**src/rtl/bp_pkg.sv**
```systemverilog
// Shared types and counter helpers for the pattern-history-table update path.
package bp_pkg;

    localparam int IDX_W  = 4;
    localparam int CTR_W  = 2;
    localparam int DEPTH  = 4;
    localparam int STAT_W = 16;
    localparam int PTR_W  = $clog2(DEPTH);
    localparam int CNT_W  = $clog2(DEPTH) + 1;

    typedef logic [IDX_W-1:0] idx_t;
    typedef logic [CTR_W-1:0] ctr_t;

    typedef struct packed {
        idx_t index;
        logic sel;
        ctr_t counter;
    } bp_entry_t;

    localparam ctr_t CTR_MAX = '1;

    // Saturating increment toward strongly-taken.
    function automatic ctr_t sat_inc(input ctr_t c);
        return (c == CTR_MAX) ? c : c + ctr_t'(1);
    endfunction

    // Saturating decrement toward strongly-not-taken.
    function automatic ctr_t sat_dec(input ctr_t c);
        return (c == '0) ? c : c - ctr_t'(1);
    endfunction

    // The counter MSB is the taken/not-taken prediction.
    function automatic logic pred_taken(input ctr_t c);
        return c[CTR_W-1];
    endfunction

endpackage

```
**src/rtl/bp_meta_fifo.sv**
```systemverilog
// In-order FIFO of in-flight branch metadata; clear wins over a same-cycle push.
module bp_meta_fifo
    import bp_pkg::*;
(
    input  logic             clk,
    input  logic             rst,
    input  logic             push,
    input  bp_entry_t        push_data,
    input  logic             pop,
    input  logic             clear,
    output bp_entry_t        head,
    output logic [CNT_W-1:0] count,
    output logic             full,
    output logic             empty
);

    logic [PTR_W-1:0] wr_ptr_q, wr_ptr_d;
    logic [PTR_W-1:0] rd_ptr_q, rd_ptr_d;
    logic [CNT_W-1:0] count_q, count_d;
    bp_entry_t        mem_q [DEPTH];
    bp_entry_t        mem_d [DEPTH];

    logic do_push;
    logic do_pop;

    assign full    = (count_q == CNT_W'(DEPTH));
    assign empty   = (count_q == '0);
    assign count   = count_q;
    assign head    = mem_q[rd_ptr_q];
    // A full FIFO drops the push even if a pop frees a slot this cycle.
    assign do_push = push && !full && !clear;
    assign do_pop  = pop && !empty;

    // Next-state for pointers, occupancy and storage.
    always_comb begin
        wr_ptr_d = wr_ptr_q;
        rd_ptr_d = rd_ptr_q;
        count_d  = count_q;
        mem_d    = mem_q;
        if (do_push) begin
            mem_d[wr_ptr_q] = push_data;
        end
        if (clear) begin
            wr_ptr_d = '0;
            rd_ptr_d = '0;
            count_d  = '0;
        end else begin
            if (do_push) wr_ptr_d = wr_ptr_q + 1'b1;
            if (do_pop)  rd_ptr_d = rd_ptr_q + 1'b1;
            if (do_push && !do_pop)      count_d = count_q + CNT_W'(1);
            else if (!do_push && do_pop) count_d = count_q - CNT_W'(1);
        end
    end

    // Pointer and occupancy registers.
    always_ff @(posedge clk) begin
        if (rst) begin
            wr_ptr_q <= '0;
            rd_ptr_q <= '0;
            count_q  <= '0;
        end else begin
            wr_ptr_q <= wr_ptr_d;
            rd_ptr_q <= rd_ptr_d;
            count_q  <= count_d;
        end
    end

    // Entry storage.
    // NOTE: storage is deliberately not reset; count gates every read, so stale
    // contents are never observed and the array can map to plain registers/RAM.
    always_ff @(posedge clk) begin
        mem_q <= mem_d;
    end

endmodule

```
**src/rtl/bp_update_unit.sv**
```systemverilog
// Write side of the 2-bit pattern history tables: pops branch metadata on resolve,
// computes the saturated counter, drives the table write port and keeps statistics.
module bp_update_unit
    import bp_pkg::*;
(
    input  logic              clk,
    input  logic              rst,
    input  logic              push_valid,
    input  logic [IDX_W-1:0]  push_index,
    input  logic              push_sel,
    input  logic [CTR_W-1:0]  push_counter,
    output logic              push_ready,
    input  logic              resolve_valid,
    input  logic              resolve_taken,
    input  logic              flush,
    output logic              update,
    output logic [IDX_W-1:0]  index_ex,
    output logic              sel,
    output logic [CTR_W-1:0]  counter_out,
    output logic              T,
    output logic              mispredict,
    output logic [CNT_W-1:0]  fifo_count,
    output logic [STAT_W-1:0] branch_cnt,
    output logic [STAT_W-1:0] mispred_cnt,
    output logic              underflow_err
);

    bp_entry_t        head;
    logic             fifo_full;
    logic             fifo_empty;
    logic             pop_fire;
    logic             mis_now;
    logic             fifo_clear;
    ctr_t             next_ctr;

    logic              update_q, update_d;
    idx_t              index_q, index_d;
    logic              sel_q, sel_d;
    ctr_t              ctr_q, ctr_d;
    logic              t_q, t_d;
    logic              mis_q, mis_d;
    logic [STAT_W-1:0] bcnt_q, bcnt_d;
    logic [STAT_W-1:0] mcnt_q, mcnt_d;
    logic              uf_q, uf_d;

    assign pop_fire   = resolve_valid && !fifo_empty;
    assign mis_now    = pop_fire && (pred_taken(head.counter) != resolve_taken);
    // Everything behind a mispredicted branch is wrong-path; flush squashes all too.
    assign fifo_clear = flush || mis_now;
    assign next_ctr   = resolve_taken ? sat_inc(head.counter) : sat_dec(head.counter);

    bp_meta_fifo u_fifo (
        .clk       (clk),
        .rst       (rst),
        .push      (push_valid),
        .push_data ('{index: push_index, sel: push_sel, counter: push_counter}),
        .pop       (pop_fire),
        .clear     (fifo_clear),
        .head      (head),
        .count     (fifo_count),
        .full      (fifo_full),
        .empty     (fifo_empty)
    );

    assign push_ready    = !fifo_full;
    assign update        = update_q;
    assign index_ex      = index_q;
    assign sel           = sel_q;
    assign counter_out   = ctr_q;
    assign T             = t_q;
    assign mispredict    = mis_q;
    assign branch_cnt    = bcnt_q;
    assign mispred_cnt   = mcnt_q;
    assign underflow_err = uf_q;

    // Table-write, statistics and error next-state; write fields hold between pops.
    always_comb begin
        // NOTE: every combinational output gets a default first so no latch is inferred.
        update_d = 1'b0;
        mis_d    = 1'b0;
        index_d  = index_q;
        sel_d    = sel_q;
        ctr_d    = ctr_q;
        t_d      = t_q;
        bcnt_d   = bcnt_q;
        mcnt_d   = mcnt_q;
        uf_d     = uf_q;
        if (pop_fire) begin
            update_d = 1'b1;
            mis_d    = mis_now;
            index_d  = head.index;
            sel_d    = head.sel;
            ctr_d    = next_ctr;
            t_d      = resolve_taken;
            bcnt_d   = bcnt_q + 1'b1;
            if (mis_now) mcnt_d = mcnt_q + 1'b1;
        end else if (resolve_valid) begin
            uf_d = 1'b1;
        end
    end

    // Output, statistics and sticky-error registers.
    always_ff @(posedge clk) begin
        // NOTE: sequential state uses non-blocking assignments so every flop samples
        // pre-edge values regardless of statement order.
        if (rst) begin
            update_q <= 1'b0;
            index_q  <= '0;
            sel_q    <= 1'b0;
            ctr_q    <= '0;
            t_q      <= 1'b0;
            mis_q    <= 1'b0;
            bcnt_q   <= '0;
            mcnt_q   <= '0;
            uf_q     <= 1'b0;
        end else begin
            update_q <= update_d;
            index_q  <= index_d;
            sel_q    <= sel_d;
            ctr_q    <= ctr_d;
            t_q      <= t_d;
            mis_q    <= mis_d;
            bcnt_q   <= bcnt_d;
            mcnt_q   <= mcnt_d;
            uf_q     <= uf_d;
        end
    end

endmodule

```
**config.mk**
```make
export PLATFORM = sky130hd
export DESIGN_NAME = bp_update_unit
export DESIGN_NICKNAME = d
export VERILOG_FILES = /design/src/rtl/bp_pkg.sv /design/src/rtl/bp_meta_fifo.sv /design/src/rtl/bp_update_unit.sv
export SDC_FILE = /design/constraint.sdc
export NUM_CORES = 1
export LEC_CHECK = 0
export CORE_UTILIZATION = 53
export DETAILED_ROUTE_END_ITERATION = 7
export GPL_ROUTABILITY_DRIVEN = 1
export MAX_ROUTING_LAYER = met4
export PLACE_DENSITY_LB_ADDON = 0.05
export SYNTH_ARGS = -nofsm -noshare
export SYNTH_HDL_FRONTEND = slang
export SYNTH_HIERARCHICAL = 1
export SYNTH_SLANG_ARGS = --single-unit
```
**constraint.sdc**
```tcl
create_clock -name clk -period 8.6 [get_ports clk]
set_clock_uncertainty 0.15 [all_clocks]
set_input_delay 2.58 -clock clk [delete_from_list [all_inputs] [get_ports clk]]
set_output_delay 2.58 -clock clk [all_outputs]
set_load 0.005 [all_outputs]
```
# After elaboration in Yosys (flattened, before gate mapping)
# Index checks and enable logic that the tools add are counted.
# Widths: inputs -> output; s select.
op_classes:
  muxes: 12
  n_lt_le_gt_ge: 3
  n_reduce_logical: 21
  n_bitwise: 3
  n_eq_ne: 3
  add_sub_neg: 8
op_table:
  columns: ["cell", "n"]
  rows:
  - ["$add 16x1->16 const B", 2]
  - ["$bwmux 28", 1]
  - ["$mux 7", 3]
  - ["$bmux 7 s2", 1]
  - ["$demux 7 s2", 1]
  - ["$logic_and 1x1->1", 8]
  - ["$add 2x1->2 const B", 3]
  - ["$ge 3x3->1 const B", 2]
  - ["$mux 2", 3]
  - ["$mux 3", 2]
  - ["$not 2->3", 2]
  - ["$logic_not 1->1", 5]
  - ["$reduce_and 2->1", 2]
  - ["$reduce_or 2->1", 2]
  - ["$add 3x1->3 const B", 1]
  - ["$eq 3x3->1 const B", 1]
  - ["$logic_not 3->1", 1]
  - ["$lt 3x1->1 const B", 1]
  - ["$sub 3x1->3 const B", 1]
  - ["$eq 2x2->1 const B", 1]
  - ["$logic_not 2->1", 1]
  - ["$reduce_bool 2->1", 1]
  - ["$sub 2x1->2 const B", 1]
  - ["$logic_or 1x1->1", 1]
  - ["3 further kinds", 3]
word_totals:
  register_bits: 78
  inputBits: 13
  wordCells: 74

# Longest topological paths before layout
logic_depth:
  word_depth: 13
  ltp_mapped: 13
  mapped_depth_nobuf: 13

# Hierarchy
# The synthesis kept the hierarchy.
modules_own_cells:
  columns: ["mod", "area_each_um2", "seq_area_each_um2", "cells_per_inst", "instances"]
  rows:
  - ["bp_update_unit", 1840.5, 860.8, 215, 1]
  - ["bp_meta_fifo", 1456.4, 980.9, 85, 1]

# Worst setup path after synthesis
# OpenSTA, ideal clock, no wires.
synth_timing:
  kind: "input -> register"
  from: "input resolve_taken"
  to: "register u_fifo.count_q[2] (netlist: u_fifo/count[2])"
  arrival_time_ns: 4.566
  path_buffers: 0
  stages: 11
  slack_ns: 3.814
  path_cell_list: "xor2_2 nand2_1 nand2b_1 and2b_2 and2_4 ha_1 inv_1 fa_1 xor2_1 or3_1 a21oi_1"
synth_between:
  elab_chain_len: 8
synth_lines:
  columns: ["item", "line_no", "text"]
  rows:
  - ["from (decl)", "bp_update_unit.sv:14", "input logic resolve_taken,"]
  - ["$ne 1x1->1 (*)", "bp_update_unit.sv:47", "assign mis_now = pop_fire && (pred_taken(head.counter) != resolve_taken);"]
  - ["$logic_and 1x1->1 (*)", "bp_update_unit.sv:47", null]
  - ["$logic_or 1x1->1 (*)", "bp_update_unit.sv:49", "assign fifo_clear = flush || mis_now;"]
  - ["net fifo_clear", "bp_update_unit.sv:33", "logic fifo_clear;"]
  - ["$logic_not 1->1 (*)", "bp_meta_fifo.sv:31", "assign do_push = push && !full && !clear;"]
  - ["$logic_and 1x1->1 (*)", "bp_meta_fifo.sv:31", null]
  - ["net u_fifo.do_push", "bp_meta_fifo.sv:23", "logic do_push;"]
  - ["$logic_not 1->1", "bp_meta_fifo.sv:51", "else if (!do_push && do_pop) count_d = count_q - CNT_W'(1);"]
  - ["$logic_and 1x1->1", "bp_meta_fifo.sv:51", null]
  - ["$reduce_bool 2->1 (no source line)", null, null]
  - ["to (signal assigned)", "bp_meta_fifo.sv:64", "count_q <= count_d;"]
  - ["to (decl)", "bp_meta_fifo.sv:19", "logic [CNT_W-1:0] count_q, count_d;"]
# The timed path passes the listed nets; every way through them passes the cells marked *.
# A chain may end at the register's enable or synchronous reset.

# Final worst setup path
layout_timing:
  from: "input resolve_valid"
  to: "register u_fifo.count_q[2] (netlist: u_fifo/count[2])"
layout_between:
  elab_chain_len: 8
layout_lines:
  columns: ["item", "line_no", "text"]
  rows:
  - ["from (decl)", "bp_update_unit.sv:13", "input logic resolve_valid,"]
  - ["$logic_and 1x1->1 (*)", "bp_update_unit.sv:46", "assign pop_fire = resolve_valid && !fifo_empty;"]
  - ["$logic_and 1x1->1 (*)", "bp_update_unit.sv:47", null]
  - ["$logic_or 1x1->1 (*)", "bp_update_unit.sv:49", null]
  - ["net fifo_clear", "bp_update_unit.sv:33", null]
  - ["$logic_not 1->1 (*)", "bp_meta_fifo.sv:31", null]
  - ["$logic_and 1x1->1 (*)", "bp_meta_fifo.sv:31", null]
  - ["net u_fifo.do_push", "bp_meta_fifo.sv:23", null]
  - ["$logic_not 1->1", "bp_meta_fifo.sv:51", null]
  - ["$logic_and 1x1->1", "bp_meta_fifo.sv:51", null]
  - ["$reduce_bool 2->1 (no source line)", null, null]
# Marks and branches as above.

==> qor.csv <==
stage,metric,value,unit
run_status,status,"finished, final reports clean",
sta,setup violators final,0,
clocking,CTS tree,yes,
yosys,ys flop type,dfxtp_1,
setup_path,CP Capture Type,flip-flop,
sta,Setup TNS,0,ps
sta,unrepaired setup endpoints after global routing,false,
placement,detailed placement HPWL,4220,um
cells_and_area,ant diodes,0,
clocking,postcts setup bufs,0,
detailed_routing,detailed-route wire length per cell,13.5,um
sta,"Hold Vio Cnt, Final",0,
yosys,synthesized flop and latch total,78,
grt,largest net degree at the start of global routing,46,
grt,initial antenna violation count,0,
die,Die Span X,80.9,um
die,starting density of the core,0.554,
setup_path,"Cell Chain, Critical Path",clkdlybuf4s50_1 > nand2b_1 > inv_2 > nand2_1 > nand2b_1 > and2b_2 > and2_4 > ha_1 > inv_1 > fa_1 > xor2_1 > or3_1 > a21oi_1,
clocking,# clock sinks,78,
setup_path,CP Buf/Inv Count,3,
yosys,Cell variety after synth,42,
cells_and_area,Layout area overhead,24.8,%
clocking,# H-tree levels,3,
worst_hold_path,hold depth,2,
yosys,Netlist Area Pre-Place,0.00330,sq mm
setup_path,internal reg-to-reg setup slack,4830,ps
cells_and_area,Nets,379,
sta,fmax,0.179,GHz
job,Max Cap Violations,0,
grt,first-pass GRT wire length,9900,um
power,Comb power frac,0.064,
clocking,Root Driver,clkbuf_8,
yosys,YS warnings,6,
power,pwr dens,168,mW/mm^2
detailed_routing,1st-iter DRT viols,100,
detailed_routing,drt first pass iters,5,
sta,Final Critical Period,5580,ps
setup_path,worst reg2reg path endpoint,u_fifo/count[2]$_SDFFE_PP0P_,
yosys,"Seq/Total Area, Yosys",0.559,
worst_hold_path,HP Class,flip-flop to flip-flop,
yosys,Post-Synthesis Net Count,321,
clocking,"CTS clk-pin slew, worst paths",80,ps
clocking,post-CTS sizing,0,
worst_hold_path,HP Start,index_ex[1]$_SDFFE_PP0P_,
detailed_routing,vias per cell,5.31,
setup_path,WP depth,13,
setup_path,"Largest delay share family, worst path",simple AND/OR/NAND/NOR gates,
power,Clock power frac,0.368,
die,Core ar.,0.00596,sq mm
power,sw frac,0.247,
setup_path,CP max-delay cell,clkdlybuf4s50_1,
clocking,CTS buffer count,9,
power,P_sw,0.000170,W
grt,total track usage,0.210,
power,Pleak,1.44,nW
setup_path,Setup CP Type,primary input to flip-flop,
detailed_routing,drt drc,0,
power,"Power, Total",0.000691,W
die,row count,28,
sta,max-slew violations,0,
clocking,cts-stage hold buffer count,0,
setup_path,Critical Path Max Stage Delay,480,ps
cells_and_area,share of layout cells above drive strength 1,0.0992,
die,die height,80.9,um
placement,GPL Wtd Cong,0.734,
sta,Max-slew headroom,0.645,
yosys,Post-synth EDFFs,28,
clocking,clk buf depth,2,
grt,final global-route overflow total,0,
power,Reg power frac,0.567,
die,I/O Pins,60,
setup_path,Reg-to-Reg Start,u_fifo/count[1]$_SDFFE_PP0P_,
power,maximum vdd drop,0.149,mV
setup_path,Crit Path Max Fanout,27,
setup_path,WP data required,8740,ps
worst_hold_path,Worst Hold End,index_ex[1]$_SDFFE_PP0P_,
setup_path,data arrival time of the worst path,5720,ps
setup_path,critical path launch point type,primary input,
grt,vias in the first global route,2208,
yosys,Avg Inst Size Synth,11.0,sq um
placement,PortBufs,59,
sta,Worst Tran Pin Value,532,ps
detailed_routing,DRT Wirelength,5920,um
die,die area,0.00654,sq mm
power,Int Pwr,0.000521,W
sta,share of the clock period used by the worst path,0.648,
yosys,Mapped Cells,300,
clocking,clk_lat worst skew,350,ps
detailed_routing,DR vias,2325,
yosys,async set-or-reset flop fraction in the synthesized netlist,0,
detailed_routing,antenna-violating nets left,0,
setup_path,worst-case reg-to-reg path depth,13,
setup_path,cell mode on critical path,nand2b_1,
==> worst reg2reg max path: cells and delay by family (launching register included) <==
kind / cells / cell delay, ps
and+or+nand+nor: 7 / 1950
adders and majority gates: 2 / 560
DFF: 1 / 380
buffers and inverters: 2 / 360
xor gates and xnor gates: 1 / 160
AOI/OAI and AO/OA: 1 / 140
==> flip-flops by register name (all words and copies together), names as in the netlist, 2 cells and up <==
name and count:
u_fifo/wr_ptr_q 2, u_fifo/rd_ptr_q 2, index_ex 4, u_fifo/mem_q 28
u_fifo/count 3, branch_cnt 16, mispred_cnt 16, counter_out 2
==> power by group through the flow <==
stage               clock [W]  sequential (W)  combinational (W)
floorplan                   0        0.000400          0.0000246
global placement            0        0.000401          0.0000434
detailed placement          0        0.000401          0.0000448
CTS                  0.000263        0.000392          0.0000449
global route         0.000280        0.000393          0.0000498
finish               0.000254        0.000392          0.0000446
==> cell usage in the layout (no fill, tap or decap), types with 2 or more instances in the layout <==
cell type,synthesis,layout
nor2_1,29,29
nand3_1,6,6
mux4_2,7,7
xor2_1,16,16
o31ai_1,4,4
clkdlybuf4s50_1,0,59
nand2b_1,2,2
or4_1,3,3
and3_1,7,7
and2_1,2,2
nor3_1,2,2
or3_1,10,10
ha_1,7,7
o21ai_0,12,12
a211oi_1,2,2
xnor2_1,6,6
dfxtp_1,50,50
edfxtp_1,28,28
inv_6,0,5
a21oi_1,24,24
nand4_1,11,11
and4_1,4,4
and3_2,3,3
nand2_1,27,27
clkbuf_8,0,9
inv_1,9,9
==> cells in the mapped netlist (all sizes together) (2+ instances only) <==
cell	instances	area share
a211oi	2	0.0046
a21oi	24	0.036
and2	3	0.0065
and3	10	0.020
and4	4	0.011
buf	3	0.0065
clkbuf	10	0.011
dfxtp	50	0.30
edfxtp	28	0.26
ha	7	0.027
inv	10	0.011
mux4	7	0.048
nand2	27	0.031
nand2b	2	0.0038
nand3	7	0.012
nand4	11	0.021
nor2	29	0.033
nor3	2	0.0030
o21ai	13	0.020
o31ai	5	0.013
or3	11	0.022
or4	3	0.0068
xnor2	6	0.016
xor2	17	0.047
==> cells by family (layout without fill, tap and decap cells) <==
| family | Yosys count | after routing | share of synthesized area |
|---|---|---|---|
| AO/OA/AOI/OAI | 45 | 45 | 0.0763 |
| flip-flops | 78 | 78 | 0.559 |
| multiplexers | 8 | 8 | 0.0509 |
| XOR/XNOR | 23 | 23 | 0.0634 |
| buffers and inverters | 23 | 86 | 0.0292 |
| AND/OR/NAND/NOR | 115 | 115 | 0.189 |
| adder cells (fa/ha/maj) | 8 | 8 | 0.0326 |
==> worst max-delay path by stage <==
| stage | from | to |
|---|---|---|
| 2_1_floorplan | resolve_taken | u_fifo/count[2]$_SDFFE_PP0P_ |
| 3_3_place_gp | resolve_valid | u_fifo/count[2]$_SDFFE_PP0P_ |
| 3_5_place_dp | resolve_valid | u_fifo/count[2]$_SDFFE_PP0P_ |
| 4_1_cts | resolve_valid | u_fifo/count[2]$_SDFFE_PP0P_ |
| 5_1_grt | resolve_valid | u_fifo/count[2]$_SDFFE_PP0P_ |
| 6_report | resolve_valid | u_fifo/count[2]$_SDFFE_PP0P_ |
==> stage by stage <==
stage	hold WS (ps)	instance area (sq um)	utilization	setup WS, ps	cells
after CTS	321	4110	0.691	3050	438
after floorplan	303	3300	-	3810	300
final	316	4110	0.691	3020	438
after detailed placement	309	3930	0.660	2670	422
after global placement	304	3930	0.660	2790	422
after global routing	340	4110	0.691	2730	438
==> layout make-up <==
type	instances	area (sq um)
Sequential cell	78	1840
Clock inverter	7	60.1
Tap cell	75	93.8
Inverter	10	37.5
Fill cell	467	1840
Timing Repair Buffer	60	598
Multi-Input combinational cell	199	1360
Clock buffer	9	124
==> metal layers <==
layer / part of all wire / routed length (um) / vias up / track usage
met5: 0 / 0 / - / -
met4: 0.016 / 94 / 0 / 0.0786
met3: 0.042 / 248 / 8 / 0.0742
met2: 0.50 / 2960 / 46 / 0.337
met1: 0.44 / 2620 / 1081 / 0.243
li1: - / - / 1190 / -
Note: power is estimated with default switching activity, not from simulation.
